**src/rtl/axis_rr_arbiter_pkg.sv**
```systemverilog
// Shared types and helpers for the packet-granular AXI-Stream round-robin arbiter.
package axis_arb_pkg;

    localparam int unsigned DEF_NUM_SRC = 4;
    localparam int unsigned DEF_DATA_W  = 32;
    localparam int unsigned MAX_SRC     = 16;

    typedef enum logic [0:0] {
        IDLE = 1'b0,
        XFER = 1'b1
    } state_t;

    // First set bit of req searching upward from last+1 with wrap-around over n
    // sources; returns last unchanged when nothing is requesting.
    function automatic logic [3:0] next_rr(
        input logic [MAX_SRC-1:0] req,
        input logic [3:0]         last,
        input int unsigned        n
    );
        logic [3:0] pick;
        logic [3:0] k;
        logic       found;
        pick  = last;
        found = 1'b0;
        for (int unsigned i = 1; i <= MAX_SRC; i++) begin
            if (i <= n) begin
                k = 4'((32'(last) + i) % n);
                if (!found && req[k]) begin
                    pick  = k;
                    found = 1'b1;
                end
            end
        end
        return pick;
    endfunction

endpackage

```
**src/rtl/axis_rr_arbiter_rr_picker.sv**
```systemverilog
// Combinational rotate-priority encoder: request vector plus last winner
// gives the next winner in round-robin order.
import axis_arb_pkg::*;

module rr_picker #(
    parameter int unsigned NUM_SRC = DEF_NUM_SRC
) (
    input  logic [NUM_SRC-1:0]         req,
    input  logic [$clog2(NUM_SRC)-1:0] last,
    output logic                       valid,
    output logic [$clog2(NUM_SRC)-1:0] idx
);

    localparam int unsigned IW = $clog2(NUM_SRC);

    logic [MAX_SRC-1:0] req_ext;

    // rotate-priority search starting just after the previous winner
    always_comb begin
        req_ext = MAX_SRC'(req);
        valid   = |req;
        idx     = IW'(next_rr(req_ext, 4'(last), NUM_SRC));
    end

endmodule

```
**src/rtl/axis_rr_arbiter.sv**
```systemverilog
// Packet-granular round-robin arbiter sharing one AXI-Stream link among
// NUM_SRC masters. A grant is held from the first beat to the tlast handshake.
// Optional macro AXIS_ARB_MAXLEN_EN: per-packet beat limit MAX_BEATS with
// forced tlast and a sticky len_err flag.
import axis_arb_pkg::*;

module axis_rr_arbiter #(
    parameter int unsigned NUM_SRC   = DEF_NUM_SRC,
    parameter int unsigned DATA_W    = DEF_DATA_W,
    parameter int unsigned MAX_BEATS = 64
) (
    input  logic                       aclk,
    input  logic                       areset_n,
    input  logic [NUM_SRC-1:0]         s_tvalid,
    input  logic [NUM_SRC*DATA_W-1:0]  s_tdata,
    input  logic [NUM_SRC-1:0]         s_tlast,
    output logic [NUM_SRC-1:0]         s_tready,
    output logic                       m_tvalid,
    output logic [DATA_W-1:0]          m_tdata,
    output logic                       m_tlast,
    input  logic                       m_tready,
    output logic [$clog2(NUM_SRC)-1:0] grant_id,
    output logic                       busy,
    output logic                       len_err
);

    localparam int unsigned   GW       = $clog2(NUM_SRC);
    localparam logic [GW-1:0] LAST_SRC = GW'(NUM_SRC - 1);

    if (NUM_SRC < 2 || NUM_SRC > MAX_SRC || MAX_BEATS < 2) begin : g_bad_cfg
        $error("axis_rr_arbiter: parameter out of range");
    end

    state_t        state;
    logic [GW-1:0] last_grant;
    logic [GW-1:0] pick_idx;
    logic          pick_valid;
    logic          xfer;
    logic          beat_done;
    logic          end_of_pkt;
    logic          force_last;

    rr_picker #(
        .NUM_SRC (NUM_SRC)
    ) u_picker (
        .req   (s_tvalid),
        .last  (last_grant),
        .valid (pick_valid),
        .idx   (pick_idx)
    );

    assign xfer = (state == XFER);
    assign busy = xfer;

    // pass the granted source straight through; everything idles low otherwise
    always_comb begin
        s_tready = '0;
        m_tvalid = 1'b0;
        m_tdata  = '0;
        m_tlast  = 1'b0;
        if (xfer) begin
            s_tready[grant_id] = m_tready;
            m_tvalid           = s_tvalid[grant_id];
            m_tdata            = s_tdata[grant_id*DATA_W +: DATA_W];
            m_tlast            = s_tlast[grant_id] | force_last;
        end
        beat_done  = m_tvalid && m_tready;
        end_of_pkt = beat_done && m_tlast;
    end

`ifdef AXIS_ARB_MAXLEN_EN
    localparam int unsigned   CW        = $clog2(MAX_BEATS + 1);
    localparam logic [CW-1:0] CNT_LIMIT = CW'(MAX_BEATS - 1);

    logic [CW-1:0] beat_cnt;
    logic          len_err_q;

    assign force_last = xfer && (beat_cnt == CNT_LIMIT) && !s_tlast[grant_id];
    assign len_err    = len_err_q;

    // count beats of the open packet; latch any forced release as an error
    always_ff @(posedge aclk or negedge areset_n) begin
        if (!areset_n) begin
            beat_cnt  <= '0;
            len_err_q <= 1'b0;
        end else begin
            if (!xfer) begin
                beat_cnt <= '0;
            end else if (beat_done) begin
                beat_cnt <= beat_cnt + 1'b1;
            end
            if (beat_done && force_last) begin
                len_err_q <= 1'b1;
            end
        end
    end
`else
    assign force_last = 1'b0;
    assign len_err    = 1'b0;
`endif

    // grant on any request from IDLE, release after the tlast handshake
    always_ff @(posedge aclk or negedge areset_n) begin
        if (!areset_n) begin
            state      <= IDLE;
            grant_id   <= '0;
            last_grant <= LAST_SRC;
        end else begin
            case (state)
                IDLE: begin
                    if (pick_valid) begin
                        grant_id <= pick_idx;
                        state    <= XFER;
                    end
                end
                XFER: begin
                    if (end_of_pkt) begin
                        last_grant <= grant_id;
                        state      <= IDLE;
                    end
                end
                default: state <= IDLE;
            endcase
        end
    end

endmodule

```
**config.mk**
```make
export PLATFORM = sky130hd
export DESIGN_NAME = axis_rr_arbiter
export DESIGN_NICKNAME = d
export VERILOG_FILES = /design/src/rtl/axis_rr_arbiter_pkg.sv /design/src/rtl/axis_rr_arbiter_rr_picker.sv /design/src/rtl/axis_rr_arbiter.sv
export SDC_FILE = /design/constraint.sdc
export NUM_CORES = 1
export LEC_CHECK = 0
export ABC_AREA = 1
export BUFFER_PORTS_ARGS = -buffer_cell sky130_fd_sc_hd__buf_4
export CORE_ASPECT_RATIO = 0.9
export CORE_MARGIN = 1
export CORE_UTILIZATION = 33
export DETAILED_ROUTE_END_ITERATION = 12
export PLACE_DENSITY = 0.82
export REMOVE_ABC_BUFFERS = 1
export SYNTH_ARGS = -nofsm -noshare
export SYNTH_HDL_FRONTEND = slang
export SYNTH_SLANG_ARGS = --single-unit
```
**constraint.sdc**
```tcl
create_clock -name aclk -period 1.9 [get_ports aclk]
set_clock_uncertainty 0.2 [all_clocks]
set_input_delay 0.57 -clock aclk [delete_from_list [all_inputs] [get_ports aclk]]
set_output_delay 0.57 -clock aclk [all_outputs]
set_load 0.05 [all_outputs]
```
# --- Yosys cells after proc, flatten, opt, wreduce, memory -nomap -nowiden ---
# Index checks and enable logic that the tools add are counted.
classes:
  n_addsub: 4
  order_cmp: 6
  shifts: 1
  mux: 28
  n_bitwise: 2
  reduce_logical: 12
op_table:
  columns: ["op", "n"]
  rows:
  - ["$shiftx 128x8->32", 1]
  - ["$mux 32", 1]
  - ["$lt 2x5->1 const B", 4]
  - ["$mux 1", 14]
  - ["$bmux 1 s2", 6]
  - ["$mux 2", 4]
  - ["$logic_and 1x1->1", 6]
  - ["$add 2x1->2 const B", 2]
  - ["$add 2x2->2 const B", 2]
  - ["$and 4x4->4", 1]
  - ["$mux 4", 1]
  - ["$reduce_and 2->1", 2]
  - ["$reduce_or 4->1", 1]
  - ["$logic_not 1->1", 3]
  - ["$lt 2x3->1 const B", 1]
  - ["$demux 1 s2", 1]
  - ["$ge 2x1->1 const B", 1]
  - ["$pmux 1 s2", 1]
  - ["$not 1->1", 1]
totals:
  register_bits: 5
  inputBits: 139
  out_inout_bits: 42

# --- Depth between registers and ports, before layout ---
# Gate-level depths: netlist of run 1.
logic_depth:
  depth_word: 13
  ltp_mapped: 12
  mapped_depth_nobuf: 11

# --- Cells and area by module ---
# A second synthesis of run 1 with hierarchy kept.
unflattened:
  hier_cells: 279
  area_unflattened_um2: 1876.8
modules_own_cells:
  columns: ["mod", "instances", "cells_per_inst", "area_per_inst_um2", "seq_area_each_um2"]
  rows:
  - ["axis_rr_arbiter", 1, 235, 1622.8, 127.6]
  - ["rr_picker", 1, 44, 254.0, 0.0]

# --- Worst setup path after synthesis of run 1 ---
# No wires, ideal clock.
synth_path:
  path_type: "register -> output"
  startpoint: "register grant_id[1]"
  endpoint: "output m_tdata[10]"
  arrival_time_ps: 2189
  required_time_ps: 1130
  path_slack_ps: -1059
  path_stages_with_launch: 6
  path_buffers: 3
  cell_sequence: "dfrtp_1 -> buf_4 -> buf_4 -> buf_2 -> nand3_1 -> a31oi_1"
synth_between:
  elab_chain_cells: 2
synth_rtl:
  columns: ["element", "line", "source"]
  rows:
  - ["from (decl)", "axis_rr_arbiter.sv:22", "output logic [$clog2(NUM_SRC)-1:0] grant_id,"]
  - ["from (signal assigned)", "axis_rr_arbiter.sv:112", "grant_id <= pick_idx;"]
  - ["$shiftx 128x8->32", "axis_rr_arbiter.sv:64", "m_tdata = s_tdata[grant_id*DATA_W +: DATA_W];"]
  - ["$mux 32", "axis_rr_arbiter.sv:61", "if (xfer) begin"]
  - ["to (decl)", "axis_rr_arbiter.sv:19", "output logic [DATA_W-1:0] m_tdata,"]
# No other way between the ends.

# --- Final worst setup path of run 1 ---
layout_path:
  startpoint: "register grant_id[0]"
  endpoint: "output m_tdata[3]"
# The elaborated chain is that of the path after synthesis.

==> results.ini, run 1 <==
[outcome]
status = complete, but fails checks
violations = setup timing

[synthesis]
yosysUniqueCellTypes = 28
synthArstFlopShare = 1.000
ys_ff_latch = 5
ys_warn_count = 0
syn_avg_cell_area_um2 = 5.981
synth_common_cells = nand3_1 (70), nand2_1 (39), a22oi_1 (32), a31oi_1 (32), buf_2 (11)
synth_top_area_frac = 0.2381
yosysSeqAreaShare = 0.08673
synthCells = 246
syn_area_mm2 = 0.001471
synthFlopType = dfrtp_1
synth_top_area_cell = nand3_1
synth-edff-count = 0
synth_area_leaders = nand3_1 (24%), a22oi_1 (16%), a31oi_1 (14%)
yosysMostFrequentCell = nand3_1

[cts]
root_buffer = clkbuf_8
clk_path_buf_depth = 2
insertion_delay_ns = 0.22
worst_setup_hold_path_clk_slew_ns = 0.04
ctsHtreeMaxLevel = 1
cts.sinks = 5
cts_buffers = 3
cts_tree = yes

[place]
dp_slack_ns = -0.2444
finalWeightedCongestion = 0.9178
hpwlAfterDp_mm = 5.720
dp_cells = 490
port_buffers = 179

[floorplanning]
io_pins = 181
initial_core_util = 0.3517
die_h_um = 65.35
dieWidth_um = 72.39
coreArea_mm2 = 0.004184
die_area_mm2 = 0.004730
row_count = 22

[critical_path]
critical-path-max-stage-delay_ns = 0.41
path_cells = buf_6 > nor2_8 > clkbuf_16 > a22oi_2 > a31oi_1 > buf_4
arrival_ns = 1.71
end_kind = output pin
cp-start-kind = flip-flop
required_ns = 1.13
path_max_fanout = 6
crit_type = flip-flop to output pin
slowest_stage = dfrtp_1

[sta]
drv_slew = 0
period_share = 1.304
setup_violations = 40
rsz0062_at_grt = yes
worst_slack_ns = -0.5772
hold_ws_ns = 0.3448
max_freq_mhz = 403.7
post-route-min-period_ns = 2.477
final-hold-violation-count = 0

[routing]
vias_per_cell = 6.070
wl_mm = 9.351
vias = 3053
detail_route.wl_per_cell_um = 18.59
dr.pass1.iters = 9
antenna_left = 0
drc = 0
drt_iter0_drc = 513

[layout]
final_cells = 503
drive_above_1_share = 0.5982
diodes = 0
area_delta_synth_final_pct = 132.3
fin_util = 0.8170
fillers = 284
regArea_um2 = 128.9
nets = 583
multi_input_area_mm2 = 0.001287

[job]
timing.max_cap.violations = 0

[grt]
grt_max_degree = 30
antenna_found_initial = 0
grt_overflow = 0
grt_pass1_vias = 2477
grt_usage = 0.2990
grt_pass1_wl_mm = 11.22

[hold_path]
min_path_type = flip-flop to flip-flop

[power]
power.leakage_nw = 1.650
powerDensity_mw_per_mm2 = 2030
ir_drop_v = 0.0009868

[worst paths after layout]
path	to	start	depth (start not counted)	slack, ns
worst max-delay path	m_tdata[3]	grant_id[0]	6	-0.58
worst min-delay path	last_grant[1]	last_grant[1]	2	0.34
worst max register to register	last_grant[0]	grant_id[0]	9	-0.01
worst min register to register	last_grant[1]	last_grant[1]	2	0.34
max in group asynchronous	last_grant[1]	areset_n	2	0.80
min in group asynchronous	busy	areset_n	2	0.50
[cells in the final DEF (no fill, tap or decap), types with 3 or more instances in the layout]
cell type	synthesis	final
nand2_1	39	34
buf_12	0	3
inv_1	6	6
buf_6	2	19
nand2_2	6	8
buf_8	0	4
nor2_4	0	4
a22oi_1	32	20
a21oi_1	3	3
a31oi_1	32	32
o21ai_1	3	3
buf_4	3	189
a22oi_2	0	12
nand3_1	70	70
clkbuf_8	0	3
nand2_4	2	5
[critical path: cells and delay by family, from the launching register on]
family	cells	cell delay [ns]
buffers and inverters	3	0.59
flip-flops	1	0.41
AO/OA/AOI/OAI	2	0.30
AND/OR/NAND/NOR	1	0.18
[where the power goes]
part | switching (W) | internal [W]
combinational | 0.00412 | 0.00237
clock | 0.0000587 | 0.000145
sequential | 0.0000841 | 0.000168
[per-stage QoR]
stage               instance area (µm²)  total power, W  TNS (ns)
finish                             3418        0.006940    -16.98
global route                       3418        0.007249    -19.48
CTS                                3213        0.006287    -14.67
detailed placement                 3024        0.005816    -6.492
global placement                   3024        0.005765    -5.262
floorplan                          1334        0.003821    -72.30
[registers in the layout, summed over array words and instances, names as in the netlist]
| signal | flops |
|---|---|
| busy | 1 |
| grant_id | 2 |
| last_grant | 2 |
[per-layer routing]
layer,vias to the layer above,part of all wire,global-route usage
met3,84,0.10,0.04448
li1,1313,-,-
met2,279,0.49,0.5584
met1,1377,0.34,0.3500
met5,-,0,0
met4,0,0.061,0.08578
[cell type report]
class	instances	area share
repair buffers	219	0.5318
multi-input cells	202	0.3766
flip-flops and latches	5	0.03770
well taps	60	0.02196
inverters	13	0.01867
clock buffers	4	0.01318
[cells by family (layout without fill, tap and decap cells)]
logic type      count (synthesis)  after routing  synth area share
simple gates                  125            125            0.4209
compound gates                 75             75            0.3546
buf+inv                        39            236            0.1293
flops                           5              5           0.08673
other cells                     1              1          0.002549
xor+xnor                        1              1          0.005953
[repair_timing]
action / CTS / global route
resized for setup: 29 / 33
setup buffers: 3 / 4
setup endpoints to repair: 39 / 45
hold buffers: 1 / 0
cloned: 0 / 2
endpoints found under the hold margin: 3 / 0
pin swaps: 1 / 8
Note: power is estimated with default switching activity, not from simulation.
==> inputs of run 2 (changes only) <==
--- a/config.mk
+++ b/config.mk
@@ -5,13 +5,11 @@
 export SDC_FILE = /design/constraint.sdc
 export NUM_CORES = 1
 export LEC_CHECK = 0
-export ABC_AREA = 1
 export BUFFER_PORTS_ARGS = -buffer_cell sky130_fd_sc_hd__buf_4
-export CORE_ASPECT_RATIO = 0.9
-export CORE_MARGIN = 1
-export CORE_UTILIZATION = 33
+export CORE_AREA = 2 2 69 71
 export DETAILED_ROUTE_END_ITERATION = 12
-export PLACE_DENSITY = 0.82
+export DIE_AREA = 0 0 71 73
+export PLACE_DENSITY = 0.81
 export REMOVE_ABC_BUFFERS = 1
 export SYNTH_ARGS = -nofsm -noshare
 export SYNTH_HDL_FRONTEND = slang
==> results.ini, run 2 <==
[outcome]
status = complete, but fails checks
violations = setup timing

[critical_path]
path_cells = clkbuf_16 > mux4_2 > and2_4 > buf_6
critical-path-max-stage-delay_ns = 0.51
cp-start-kind = flip-flop
crit_type = flip-flop to output pin
slowest_stage = mux4_2
r2r_slack_ns = -0.13
path_max_fanout = 11
required_ns = 1.13
reg2regPathDepth = 5
arrival_ns = 1.77
rr_startpoint = grant_id[0]
end_kind = output pin
r2r_end = last_grant[0]

[cts]
ctsHtreeMaxLevel = 1
worst_setup_hold_path_clk_slew_ns = 0.03
root_buffer = clkbuf_8
insertion_delay_ns = 0.22
clk_path_buf_depth = 2
cts_buffers = 3
cts_tree = yes
cts.sinks = 5

[grt]
grt_pass1_wl_mm = 9.328
grt_max_degree = 23
grt_pass1_vias = 1955
grt_overflow = 0
antenna_found_initial = 0
grt_usage = 0.2294

[job]
timing.max_cap.violations = 0

[sta]
rsz0062_at_grt = yes
period_share = 1.335
final-hold-violation-count = 0
post-route-min-period_ns = 2.537
setup_violations = 41
hold_ws_ns = 0.3725
tns_ns = -21.32
drv_slew = 0
max_freq_mhz = 394.2
worst_slack_ns = -0.6366

[synthesis]
synth_top_area_cell = mux4_2
synth_common_cells = and2_1 (34), mux4_2 (27), mux4_1 (7), nor2_1 (5)
ys_warn_count = 0
synth-edff-count = 0
synthArstFlopShare = 1.000
ys_ff_latch = 5
yosysSeqAreaShare = 0.08932
yosysMostFrequentCell = and2_1
yosysUniqueCellTypes = 29
synthFlopType = dfrtp_1
syn_avg_cell_area_um2 = 12.21
synth_area_leaders = mux4_2 (43%), and2_1 (15%), mux4_1 (13%)
synthCells = 117
syn_area_mm2 = 0.001429
synth_top_area_frac = 0.4256

[floorplanning]
row_count = 25
io_pins = 181
coreArea_mm2 = 0.004536
dieWidth_um = 71
die_h_um = 73
die_area_mm2 = 0.005183
initial_core_util = 0.3150

[power]
power.leakage_nw = 1.632
comb_power_share = 0.923
powerDensity_mw_per_mm2 = 1853
ir_drop_v = 0.001143
p_total_w = 0.006281
clock_power_share = 0.031
intPower_w = 0.003183
switching_share = 0.4932
p_sw_w = 0.003098
seqPwrFrac = 0.046

[routing]
wl_mm = 6.673
antenna_left = 0
detail_route.wl_per_cell_um = 18.18
vias_per_cell = 5.125
vias = 1881
dr.pass1.iters = 4
drt_iter0_drc = 35
drc = 0

[layout]
drive_above_1_share = 0.9233
final_cell_mix = buf_4 (154), mux4_2 (34), and2_4 (34)
multi_input_area_mm2 = 0.001299
diodes = 0
final_cell_area_mm2 = 0.003390
fillers = 314
regArea_um2 = 131.4
nets = 453
layout_commonest_cell = buf_4
area_delta_synth_final_pct = 137.2

[place]
finalWeightedCongestion = 0.8382
port_buffers = 179
hpwlAfterDp_mm = 5.114
dp_slack_ns = -0.4325
placed_area_mm2 = 0.002902

[hold_path]
worstHoldEndpoint = grant_id[0]
holdCritStartpoint = last_grant[0]
min_path_type = flip-flop to flip-flop
worstHoldPathCells = 2

[run 2: cell count changes after synthesis, moves of 6 or more]
cell	change
a22oi_1	-32
mux4_1	+7
nand3_1	-68
and2_1	+34
clkbuf_1	-6
nand2_1	-37
mux4_2	+27
nand2_2	-6
a31oi_1	-32
buf_2	-7
[run 2: kinds of logic after synthesis]
kind of cell | synth area share
compound gates | 0.04028
mux | 0.5701
flops | 0.08932
other cells | 0.002624
buf+inv | 0.07618
simple gates | 0.2215
[run 2: layout make-up]
cell class | count | share of cell area
tap | 54 | 0.01993
multi-input combinational | 98 | 0.3832
clock buffer | 4 | 0.01329
inverter | 1 | 0.001107
timing repair buffer | 205 | 0.5437
sequential | 5 | 0.03876
[run 2: through the flow]
| stage | instances | utilization |
|---|---|---|
| after CTS | 360 | 0.6858 |
| after global placement | 354 | 0.6397 |
| final | 367 | 0.7473 |
| after floorplan | 104 | - |
| after global routing | 367 | 0.7473 |
| after detailed placement | 354 | 0.6397 |
[run 2: what timing repair did]
| item | 4_1_cts | 5_1_grt |
|---|---|---|
| cloned | 0 | 3 |
| buffers inserted | 1 | 5 |
| hold buffers | 1 | 0 |
| endpoints found under the hold margin | 3 | 0 |
| gates resized for setup | 53 | 56 |
| endpoints found under the setup margin | 42 | 41 |
| pin swaps | 2 | 9 |
[run 2: metal layers]
metal | GRT usage | wire, µm
met4 | 0.06918 | 150
met1 | 0.2349 | 2264
met5 | 0 | 0
met3 | 0.04972 | 498
met2 | 0.4611 | 3759
[run 2: how the worst max path moves through the flow]
stage	start	end	slack [ns]	cells after the start
CTS	grant_id[0]	m_tdata[0]	-0.63	4
finish	grant_id[0]	m_tdata[30]	-0.64	4
global route	grant_id[0]	m_tdata[15]	-0.69	4
global placement	s_tvalid[1]	m_tvalid	-0.41	4
detailed placement	s_tvalid[1]	m_tvalid	-0.43	4
floorplan	grant_id[0]	m_tlast	-1.73	2
[run 2: critical path, delay by kind of cell (launching register included)]
kind	cells	cell delay [ns]
flip-flops	1	0.49
AND/OR/NAND/NOR	1	0.17
buffers and inverters	2	0.37
multiplexers	1	0.51
[run 2: power groups by stage]
stage          Clock, W  Sequential (W)  Combinational, W
6_report       0.000196        0.000291           0.00580
5_1_grt        0.000206        0.000306           0.00603
4_1_cts        0.000199        0.000256           0.00509
3_5_place_dp          0        0.000255           0.00454
3_3_place_gp          0        0.000250           0.00448
2_1_floorplan         0        0.000589           0.00276
